$ cat src/rtl/forward_controller.sv
// forward_controller: hazard detection and operand-forwarding control for the
// 5-stage pipeline. It shadows the EX and MEM destination registers, drives the
// registered forwarding select word for the instruction in EX, and stalls IF/ID
// for one cycle on a load-use hazard.
// Optional build macro: FWD_STALL_CNT_EN adds a saturating stall-cycle counter
// (parameter CNT_W, port stall_count).
module forward_controller #(
  parameter int unsigned REG_AW = 5
`ifdef FWD_STALL_CNT_EN
  ,
  parameter int unsigned CNT_W  = 32
`endif
) (
  input  logic              clk,
  input  logic              rst_n,
  input  logic              id_valid,
  input  logic [REG_AW-1:0] id_rs,
  input  logic [REG_AW-1:0] id_rt,
  input  logic              id_use_rs,
  input  logic              id_use_rt,
  input  logic [REG_AW-1:0] id_dst,
  input  logic              id_reg_write,
  input  logic              id_is_load,
  input  logic              flush,
  input  logic              hold,
  output logic              stall,
  output logic              ex_bubble,
  output logic [3:0]        redirection_ctrl
`ifdef FWD_STALL_CNT_EN
  ,
  output logic [CNT_W-1:0]  stall_count
`endif
);

  typedef enum logic [0:0] {RUN = 1'b0, STALL = 1'b1} state_e;

  state_e state_q, state_d;

  logic [REG_AW-1:0] ex_dst_q, mem_dst_q;
  logic              ex_we_q, ex_load_q, mem_we_q;
  logic [3:0]        redir_q, redir_d;

  logic ex_rs_match, ex_rt_match, mem_rs_match, mem_rt_match;
  logic hazard;

  // Compare ID sources against the shadowed EX/MEM destinations; $0 never matches
  always_comb begin
    ex_rs_match  = id_use_rs & ex_we_q  & (ex_dst_q  == id_rs) & (id_rs != '0);
    ex_rt_match  = id_use_rt & ex_we_q  & (ex_dst_q  == id_rt) & (id_rt != '0);
    mem_rs_match = id_use_rs & mem_we_q & (mem_dst_q == id_rs) & (id_rs != '0);
    mem_rt_match = id_use_rt & mem_we_q & (mem_dst_q == id_rt) & (id_rt != '0);
    hazard       = id_valid & (ex_rs_match | ex_rt_match) & ex_load_q;
  end

  // Next forwarding select: EX result wins over MEM, load results in EX are not forwardable
  always_comb begin
    redir_d = 4'b0000;
    if (ex_rs_match & ~ex_load_q) begin
      redir_d[0] = 1'b1;
    end else if (mem_rs_match) begin
      redir_d[1] = 1'b1;
    end
    if (ex_rt_match & ~ex_load_q) begin
      redir_d[2] = 1'b1;
    end else if (mem_rt_match) begin
      redir_d[3] = 1'b1;
    end
  end

  // FSM state register
  always_ff @(posedge clk or negedge rst_n) begin
    if (!rst_n) begin
      state_q <= RUN;
    end else begin
      state_q <= state_d;
    end
  end

  // FSM next state: a stall lasts exactly one (non-held) cycle
  always_comb begin
    state_d = state_q;
    unique case (state_q)
      RUN:     if (stall) state_d = STALL;
      STALL:   if (!hold) state_d = RUN;
      default: state_d = RUN;
    endcase
  end

  // FSM outputs: flush squashes the hazard, hold freezes everything
  always_comb begin
    stall     = 1'b0;
    ex_bubble = 1'b0;
    if (!hold) begin
      stall     = hazard & ~flush & (state_q == RUN);
      ex_bubble = stall | flush;
    end
  end

  // Shadow pipeline slots and registered forwarding select
  always_ff @(posedge clk or negedge rst_n) begin
    if (!rst_n) begin
      ex_dst_q  <= '0;
      ex_we_q   <= 1'b0;
      ex_load_q <= 1'b0;
      mem_dst_q <= '0;
      mem_we_q  <= 1'b0;
      redir_q   <= 4'b0000;
    end else if (!hold) begin
      mem_dst_q <= ex_dst_q;
      mem_we_q  <= ex_we_q;
      if (ex_bubble || !id_valid) begin
        ex_dst_q  <= '0;
        ex_we_q   <= 1'b0;
        ex_load_q <= 1'b0;
        redir_q   <= 4'b0000;
      end else begin
        ex_dst_q  <= id_dst;
        ex_we_q   <= id_reg_write;
        ex_load_q <= id_is_load;
        redir_q   <= redir_d;
      end
    end
  end

  assign redirection_ctrl = redir_q;

`ifdef FWD_STALL_CNT_EN
  logic [CNT_W-1:0] stall_count_q;

  // Saturating count of stall cycles
  always_ff @(posedge clk or negedge rst_n) begin
    if (!rst_n) begin
      stall_count_q <= '0;
    end else if (stall && (stall_count_q != '1)) begin
      stall_count_q <= stall_count_q + CNT_W'(1);
    end
  end

  assign stall_count = stall_count_q;
`endif

endmodule

$ cat config.mk
export PLATFORM = sky130hd
export DESIGN_NAME = forward_controller
export DESIGN_NICKNAME = d
export VERILOG_FILES = /design/src/rtl/forward_controller.sv
export SDC_FILE = /design/constraint.sdc
export NUM_CORES = 1
export LEC_CHECK = 0
export CORE_ASPECT_RATIO = 0.7
export CORE_MARGIN = 3
export CORE_UTILIZATION = 46
export CTS_BUF_LIST = sky130_fd_sc_hd__clkbuf_16
export DETAILED_ROUTE_END_ITERATION = 7
export PLACE_DENSITY = 0.76
export SYNTH_ARGS = -nofsm -noshare
export SYNTH_HDL_FRONTEND = slang
export SYNTH_SLANG_ARGS = --single-unit
$ cat constraint.sdc
create_clock -name clk -period 2.7 [get_ports clk]
set_input_delay 0.54 -clock clk [delete_from_list [all_inputs] [get_ports clk]]
set_output_delay 0.54 -clock clk [all_outputs]
set_load 0.005 [all_outputs]
==> summary.txt <==
Clock tree
  – Reg clk slew, reported paths: around 0.050 ns
  – Post-CTS Hold Buffers: 0
  – CTS buffer count: 3
  – H-tree depth: 1
  – Worst-skew pair later-pin latency: between 0.2 and 0.3 ns
  – CTS sink count: 18
  – CTS tree: yes
  – Worst-case clock buffer depth: 2
  – Root Buffer: clkbuf_16

Timing
  – Setup WS post-layout: -0.0145 ns
  – Worst-margin pin slew: 0.823 ns
  – Slew margin rel.: 45.0%
  – Clock skew: around 0.0027 ns
  – Final Hold Fails: 0
  – Min Hold Slack: just under 0.5 ns
  – Fmax: between 0.3 and 0.4 GHz
  – Setup violations, final: 1
  – RSZ-0062 raised after global routing: yes
  – Final Cycle Share: 101%
  – Max Transition Viols Final: 0
  – Final min period: about 2.7 ns

Yosys
  – Post-Synthesis Cells: 96
  – Synth Warn #: 0
  – Syn Nets: 120
  – Seq cells post-synth: 18
  – Synth Cell Area: approximately 0.0010 mm2
  – Sequential share of the synthesized area: ~44%
  – Yosys cell types: 22
  – Mean Syn Cell Area: roughly 11 um2

Worst setup path
  – Critical path arrival: roughly 2.2 ns
  – CP endpoint kind: primary output
  – CP Max Fanout: 3
  – Reg2reg setup slack: between 0.6 and 0.7 ns
  – FF-to-FF Start: ex_dst_q[0]
  – Critical Path RT: ~2.2 ns
  – Worst-case reg-to-reg path depth: 7
  – CP Class: primary input to primary output
  – Reg2reg end: ex_dst_q[0]
  – Critical Path Source Type: primary input

GRT
  – Global route overflow: 0
  – First-pass GRT wire length: about 5000 um
  – Overall Global Routing Usage: between 20% and 30%
  – Largest net degree at the start of global routing: 19
  – Number of global-route vias before repair: 1023
  – Antenna violations before repair: 0

Floorplan
  – Initial Utilization: between 50% and 60%
  – Chip width: around 63 um
  – Die height: 45.6 um
  – I/O pin count: 30
  – Full die area: 0.00285 mm2
  – Core Box Area: a little under 0.002 mm2
  – Core Rows: 13

Finish
  – Commonest non-fill, non-tap cells in the layout: buf_4 (23), dfrtp_1 (18), clkdlybuf4s50_1 (17), xor2_1 (12), dlygate4sd2_1 (10)
  – Layout cells sized above 1: about a third
  – Layout Nets: 174
  – Commonest non-fill, non-tap cell in the layout: buf_4
  – Area Growth Syn to Fin: 54.6%
  – # diodes: 0
  – Final Util: approximately 80%
  – Fin area: between 0.0015 and 0.002 mm2
  – Post-Layout Cell Count: roughly 180

Run
  – Maxcap violations: 0

Drt
  – Detailed Route WL: 3350 um
  – Final ANT Viol Nets: 0
  – # DRC: 0
  – DR WL/cell: 18.7 um
  – Vias: 1036
  – Vias/cell: about 5.8
  – Drt first pass iters: 4
  – DR iter-0 viols: 40

Pwr
  – Power per cell area: roughly 470 mW/mm2
  – Total Power: ~750 uW
  – Pleak: around 0.00078 uW
  – Maximum vdd drop: 375 uV

Run status
  – Failing checks: setup timing
  – Outcome: finished with violations

Worst hold path
  – Hold Crit Class: flip-flop to flip-flop
  – WHS Path Cells: 1
  – HP Start: ex_load_q
  – Worst Hold Path EP: ex_load_q

Placement
  – Placed Cells: between 150 and 200
  – HPWL after detailed placement: around 2100 um
  – Area after DPL: roughly 0.0014 mm2
  – PortBufs: 29
  – GPL Wtd Cong: roughly 0.83
-- cells by family after synthesis --
kind of cell              after synthesis  share of synthesized area [%]
muxes                                   6                           6.57
AOI/OAI and AO/OA                      21                           16.9
DFF                                    18                           43.8
and+or+nand+nor                        25                           12.8
xor gates and xnor gates               20                           17.0
buffers and inverters                   6                           2.92
-- worst max path at each step --
| stage | slack [ns] | end | depth (start not counted) | from |
|---|---|---|---|---|
| floorplan | 0.46 | ex_bubble | 6 | id_rt[1] |
| global placement | -0.39 | ex_bubble | 8 | id_rs[2] |
| detailed placement | -0.47 | ex_bubble | 8 | id_rt[2] |
| CTS | 0.03 | ex_bubble | 8 | id_rs[3] |
| global route | -0.04 | ex_bubble | 8 | id_rt[1] |
| finish | -0.01 | ex_bubble | 8 | id_rt[1] |
-- metal layers --
| metal | routed length [um] | track usage, % | vias up | part of all wire (%) |
|---|---|---|---|---|
| li1 | - | - | 462 | - |
| met1 | 1370 | 27.4 | 488 | 41 |
| met2 | 1550 | 40.5 | 70 | 46 |
| met3 | 266 | 6.91 | 16 | 7.9 |
| met4 | 159 | 13.6 | 0 | 4.7 |
| met5 | 0 | 0 | - | 0 |
-- layout make-up --
class	count	area, um2
multi-input cells	72	564
repair buffers	53	452
flip-flops and latches	18	450
fillers	135	394
clock buffers	3	75.1
well taps	30	37.5
inverters	2	7.51
clock inverters	1	3.75
-- report_power, final --
part / total, uW / internal, uW / switching, uW
Combinational: 143 / 82.6 / 60.4
Sequential: 302 / 283 / 19.5
Clock: 301 / 197 / 104
Total: 746 / 562 / 184
-- per-stage QoR --
step                worst slack [ns]  setup TNS (ns)
floorplan                      0.456               0
global route                 -0.0412         -0.0508
global placement              -0.394          -0.752
finish                       -0.0145         -0.0145
detailed placement            -0.472          -0.894
CTS                           0.0259               0
-- flip-flops by register name, indices dropped and copies added (netlist names) --
signal	flops
ex_dst_q	5
mem_dst_q	5
redirection_ctrl	4
ex_load_q	1
ex_we_q	1
mem_we_q	1
state_q	1
-- repair_timing --
item / in CTS / in global routing
buffers inserted: 9 / 4
setup endpoints to repair: 2 / 1
resized for setup: 20 / 3
pin swaps: 8 / 5
-- worst max-delay path, stage by stage --
cell,delay [ns]
dlygate4sd2_1,0.26
or4_4,0.55
o211a_1,0.24
nand4_2,0.10
a211o_1,0.19
buf_6,0.11
o22ai_2,0.05
buf_2,0.13
-- cells in the mapped netlist --
| cell type | count | share of area, % |
|---|---|---|
| xnor2_1 | 8 | 6.8 |
| o2111ai_1 | 2 | 1.7 |
| a211o_1 | 1 | 0.85 |
| clkbuf_1 | 3 | 1.1 |
| or4_1 | 2 | 1.5 |
| o22ai_1 | 1 | 0.61 |
| o21ai_0 | 4 | 1.9 |
| o211a_1 | 2 | 1.9 |
| a32o_2 | 7 | 7.7 |
| nand2_1 | 8 | 2.9 |
| a211oi_1 | 1 | 0.73 |
| nand4_2 | 2 | 2.4 |
| inv_1 | 2 | 0.73 |
| dfrtp_1 | 18 | 44 |
| mux2_2 | 6 | 6.6 |
| nor2_1 | 6 | 2.2 |
| o21ai_1 | 3 | 1.5 |
| and2_1 | 1 | 0.61 |
| buf_6 | 1 | 1.1 |
| nor4_1 | 2 | 1.2 |
| xor2_1 | 12 | 10 |
| nand3_1 | 4 | 1.9 |
Power figures use the tool's default switching activity.
